===== src/rtl/ft_recovery_sequencer_pkg.sv =====
// Shared types and default timing constants for the lockstep recovery sequencer.
package ft_pkg;

   typedef enum logic [2:0] {
      ST_IDLE    = 3'd0,
      ST_HALT    = 3'd1,
      ST_RESET   = 3'd2,
      ST_REPLAY  = 3'd3,
      ST_RESTORE = 3'd4,
      ST_RESUME  = 3'd5,
      ST_FATAL   = 3'd6
   } state_e;

   localparam int DEF_HALT_TIMEOUT = 64;
   localparam int DEF_RESET_CYCLES = 4;

endpackage


===== src/rtl/ft_recovery_sequencer.sv =====
// Lockstep recovery FSM: halt, reset, replay GPR checkpoint, restore PC, resume.
// Outputs are registered Moore decodes (1-cycle input-to-output latency); halted_i is the only handshake.
module ft_recovery_sequencer
   import ft_pkg::*;
#(
   parameter int ADDR_WIDTH   = 5,
   parameter int HALT_TIMEOUT = DEF_HALT_TIMEOUT,
   parameter int RESET_CYCLES = DEF_RESET_CYCLES,
   parameter int CNT_WIDTH    = 8
) (
   input  logic                  clk_i,
   input  logic                  rst_n,
   input  logic                  enable_i,
   input  logic                  error_i,
   input  logic                  halted_i,
   output logic                  halt_o,
   output logic                  reset_o,
   output logic                  resume_o,
   output logic                  we_sgpr_o,
   output logic                  we_spc_o,
   output logic                  replay_we_o,
   output logic [ADDR_WIDTH-1:0] replay_addr_o,
   output logic                  pc_load_o,
   output logic                  busy_o,
   output logic                  fatal_o,
   output logic [CNT_WIDTH-1:0]  recovery_cnt_o
);

   localparam int TMAX = (HALT_TIMEOUT > RESET_CYCLES) ? HALT_TIMEOUT : RESET_CYCLES;
   localparam int CW   = $clog2(TMAX + 1);

   state_e                state_q, state_d;
   logic [CW-1:0]         cnt_q, cnt_d;
   logic [ADDR_WIDTH-1:0] addr_q, addr_d;
   logic [CNT_WIDTH-1:0]  rcnt_q, rcnt_d;
   logic halt_q, halt_d, reset_q, reset_d, resume_q, resume_d, we_q, we_d;
   logic replay_we_q, replay_we_d, pc_load_q, pc_load_d, busy_q, busy_d, fatal_q, fatal_d;

   always_comb begin
      state_d = state_q;
      cnt_d   = cnt_q;
      addr_d  = addr_q;
      rcnt_d  = rcnt_q;
      case (state_q)
         ST_IDLE: begin
            if (enable_i && error_i) begin
               state_d = ST_HALT;
               cnt_d   = '0;
            end
         end
         ST_HALT: begin
            // an acknowledge arriving in the last allowed cycle still wins over the timeout
            if (halted_i) begin
               state_d = ST_RESET;
               cnt_d   = '0;
            end else if (cnt_q == CW'(HALT_TIMEOUT - 1)) begin
               state_d = ST_FATAL;
            end else begin
               cnt_d = cnt_q + 1'b1;
            end
         end
         ST_RESET: begin
            if (cnt_q == CW'(RESET_CYCLES - 1)) begin
               state_d = ST_REPLAY;
               cnt_d   = '0;
               addr_d  = ADDR_WIDTH'(1);
            end else begin
               cnt_d = cnt_q + 1'b1;
            end
         end
         ST_REPLAY: begin
            if (addr_q == {ADDR_WIDTH{1'b1}}) begin
               state_d = ST_RESTORE;
               addr_d  = '0;
            end else begin
               addr_d = addr_q + 1'b1;
            end
         end
         ST_RESTORE: state_d = ST_RESUME;
         ST_RESUME: begin
            state_d = ST_IDLE;
            if (rcnt_q != {CNT_WIDTH{1'b1}}) rcnt_d = rcnt_q + 1'b1;
         end
         ST_FATAL: state_d = ST_FATAL;
         default:  state_d = ST_IDLE;
      endcase

      // outputs decoded from the next state so they are registered alongside it
      halt_d      = state_d inside {ST_HALT, ST_RESET, ST_REPLAY, ST_RESTORE, ST_FATAL};
      reset_d     = (state_d == ST_RESET);
      resume_d    = (state_d == ST_RESUME);
      we_d        = (state_d == ST_IDLE) && enable_i;
      replay_we_d = (state_d == ST_REPLAY);
      pc_load_d   = (state_d == ST_RESTORE);
      busy_d      = state_d inside {ST_HALT, ST_RESET, ST_REPLAY, ST_RESTORE, ST_RESUME};
      fatal_d     = (state_d == ST_FATAL);
   end

   always_ff @(posedge clk_i) begin
      if (!rst_n) begin
         state_q     <= ST_IDLE;
         cnt_q       <= '0;
         addr_q      <= '0;
         rcnt_q      <= '0;
         halt_q      <= 1'b0;
         reset_q     <= 1'b0;
         resume_q    <= 1'b0;
         we_q        <= 1'b0;
         replay_we_q <= 1'b0;
         pc_load_q   <= 1'b0;
         busy_q      <= 1'b0;
         fatal_q     <= 1'b0;
      end else begin
         state_q     <= state_d;
         cnt_q       <= cnt_d;
         addr_q      <= addr_d;
         rcnt_q      <= rcnt_d;
         halt_q      <= halt_d;
         reset_q     <= reset_d;
         resume_q    <= resume_d;
         we_q        <= we_d;
         replay_we_q <= replay_we_d;
         pc_load_q   <= pc_load_d;
         busy_q      <= busy_d;
         fatal_q     <= fatal_d;
      end
   end

   assign halt_o         = halt_q;
   assign reset_o        = reset_q;
   assign resume_o       = resume_q;
   assign we_sgpr_o      = we_q;
   assign we_spc_o       = we_q;
   assign replay_we_o    = replay_we_q;
   assign replay_addr_o  = addr_q;
   assign pc_load_o      = pc_load_q;
   assign busy_o         = busy_q;
   assign fatal_o        = fatal_q;
   assign recovery_cnt_o = rcnt_q;

endmodule


===== config.mk =====
export PLATFORM = sky130hd
export DESIGN_NAME = ft_recovery_sequencer
export DESIGN_NICKNAME = d
export VERILOG_FILES = /design/src/rtl/ft_recovery_sequencer_pkg.sv /design/src/rtl/ft_recovery_sequencer.sv
export SDC_FILE = /design/constraint.sdc
export NUM_CORES = 1
export LEC_CHECK = 0
export CAP_MARGIN = 20
export CORE_UTILIZATION = 47
export CTS_BUF_LIST = sky130_fd_sc_hd__clkbuf_16
export DETAILED_ROUTE_END_ITERATION = 8
export PLACE_DENSITY = 0.8
export SLEW_MARGIN = 10
export SYNTH_ARGS = -nofsm -noshare
export SYNTH_HDL_FRONTEND = slang
export SYNTH_SLANG_ARGS = --single-unit

===== constraint.sdc =====
create_clock -name clk_i -period 1.7 [get_ports clk_i]
set_input_delay 0.51 -clock clk_i [delete_from_list [all_inputs] [get_ports clk_i]]
set_output_delay 0.51 -clock clk_i [all_outputs]
set_load 0.01 [all_outputs]

==> metrics.txt <==
status=completed; Crit path required time=about 1.9 ns; Die W=between 60 and 70 um; synth warn=0; H-Tree Depth=2; Iteration-0 DRC Markers=roughly 140; final setup fails=0; endpoints failing hold=0; Crit Path Max Fanout=5; Worst Clk Skew=between 0.007 and 0.008 ns; CP max stage delay=between 0.4 and 0.5 ns; Tcrit/Tclk final=a little over nine tenths; Unique masters post-synth=48; crit end category=flip-flop; insertion delay to the later sink of the worst-skew pair=approximately 0.27 ns; Total GRT Usage=24.61%; clock root cell=clkbuf_16; CP bufs+invs=0; fmax=roughly 600 MHz; CTS tree=yes; Primary FF master, synth=dfxtp_1; vias in the first global route=1518; first-pass GRT wire length=around 6.7 mm; design area=2426 um2; crit path cell chain=ha_2, and4b_1, and3_2, or4_4, a21oi_2; chip height=60.99 um; Worst Setup Start Kind=flip-flop; WS Path Type=reg2reg; largest net degree at the start of global routing=12; clock-pin slew on the worst setup and hold paths=about 0.05 ns; FF+latch count, synth=31; Layout area overhead=48.36%; Hold WC Path Type=reg2reg; RD Place Congestion=roughly 0.89; commonest non-fill, non-tap cell in the layout=buf_4; drt drc=0; family with the most delay on the worst path=simple AND/OR/NAND/NOR gates; EDFF count, synth=0; layout cells sized above 1=31.73%; Leak Pwr=about 0.0010 uW; Bufs on Longest Clock Path=2; dpl ws=-0.4346 ns; DIE AREA=between 3000 and 4000 um2; PD cells=821.2 nW/um2; core area=between 3000 and 4000 um2; syn_area_per_cell=roughly 9 um2; Final #Nets=roughly 260; Initial Utilization=49.01%; cell area after placement=between 2000 and 2500 um2; Synth Instances=roughly 190; CTS Hold Bufs=0; via count=~1700; Crit-path slowest cell=or4_4; PnR worst setup slack=about 0.033 ns; Pins Over Slew Limit=0; # IOs=27; max-cap violations=0; sequential fraction of the synthesis area=37.95%; Post-Syn Area=around 1600 um2; worst-margin pin slew=roughly 0.34 ns; vias per cell=just under 6; initial antenna violation count=0; total negative slack=0 ns; ys async rst share=0%; antenna viol nets, final=0; top cells by area, synth=dfxtp_1 38%, a21oi_1 5.5%, nor2_1 3.4%; hpwl dp=between 2 and 3 mm; CTS Buf Count=5; Antenna diodes=0; DR WL/cell=15.62 um; Slew Limit Headroom=76.97%; net count after synthesis=~200; Max VDD drop=around 0.84 mV; DRT Pass-1 Iters=5; area leader, netlist=dfxtp_1; gr ovfl total=0; CP Data Arrival Time=around 1.9 ns; highest-count cells in the layout ignoring fill and taps=38 x buf_4, 25 x dfxtp_1, 16 x a21oi_1, 15 x dlygate4sd2_1, 14 x nor2_1; FP Rows=21; share of the synthesized area in the top cell type=between 30 and 40%; CTS sink count=31; port buffer count=26; Routed WL=roughly 4.6 mm; post-layout min period=1.667 ns
path summary, 6_finish.rpt:
path / from / to / slack [ns] / cells past startpoint
min: replay_addr_o[3] / replay_addr_o[3] / 0.50 / 1
max: cnt_q[0] / cnt_q[2] / 0.03 / 5
min reg2reg: replay_addr_o[3] / replay_addr_o[3] / 0.50 / 1
max reg2reg: cnt_q[0] / cnt_q[2] / 0.03 / 5
area by class of cell:
cell class,count,area [um2]
clock buffers,5,125.1
clock inverters,3,11.26
fillers,233,910.9
inverters,3,11.26
multi-input cells,143,1064
flip-flops and latches,31,628.1
well taps,46,57.56
repair buffers,64,529.3
registers in the layout, indices dropped and copies added, names as in the netlist:
| register | cells |
|---|---|
| halt_o | 1 |
| fatal_o | 1 |
| pc_load_o | 1 |
| replay_addr_o | 5 |
| resume_o | 1 |
| recovery_cnt_o | 8 |
| we_sgpr_o | 1 |
| busy_o | 1 |
| state_q | 3 |
| reset_o | 1 |
| replay_we_o | 1 |
| cnt_q | 7 |
where the power goes:
part / total [uW] / internal, uW / leakage [uW] / switching (uW)
Clock: 822 / 525 / 0.0000701 / 296
Sequential: 786 / 756 / 0.000254 / 29.7
Combinational: 384 / 192 / 0.000682 / 193
Total: 1990 / 1470 / 0.00101 / 519
logic make-up (layout without fill, tap and decap cells):
logic type	count (synthesis)	after routing	share of synthesized area (%)
and+or+nand+nor	81	82	29.46
muxes	2	2	1.224
xor gates and xnor gates	5	5	2.678
buffers and inverters	14	75	5.126
adders and majority gates	4	4	3.061
AOI/OAI and AO/OA	50	50	20.51
DFF	31	31	37.95
cells in the mapped netlist (3+ instances only):
cell	n
and2_1	5
nand3_1	8
nand4_1	4
nor2_1	15
a21oi_1	18
ha_1	4
and3_1	4
nor3_1	4
buf_6	3
xor2_1	5
o21ai_0	8
nand2_1	10
nand4b_1	3
dfxtp_1	31
o31ai_1	7
nor2b_1	5
or4_1	5
nor4_1	5
clkbuf_1	5
stage by stage:
| stage | utilization (%) | std cells | hold slack, ns | total power [uW] |
|---|---|---|---|---|
| 3_5_place_dp | 64.57 | 283 | 0.4882 | 1122 |
| 4_1_cts | 69.97 | 293 | 0.4973 | 1969 |
| 5_1_grt | 72.70 | 295 | 0.5386 | 2069 |
| 6_report | 72.70 | 295 | 0.4996 | 1992 |
| 2_1_floorplan | - | 187 | 0.4687 | 986.7 |
| 3_3_place_gp | 64.57 | 283 | 0.4736 | 1116 |
what timing repair did:
| item | in CTS | in global routing |
|---|---|---|
| gates cloned | 0 | 1 |
| pin swaps | 6 | 4 |
| gates resized for setup | 27 | 19 |
| setup endpoints to repair | 27 | 21 |
| setup buffers | 2 | 1 |
layer usage:
metal	vias up	global-route usage [%]	part of all wire, %
met2	85	41.76	51
met4	0	9.740	1.6
met5	-	0	0
met1	796	29.55	42
met3	12	6.610	5.9
li1	825	-	-
Note: power is estimated with default switching activity, not from simulation.
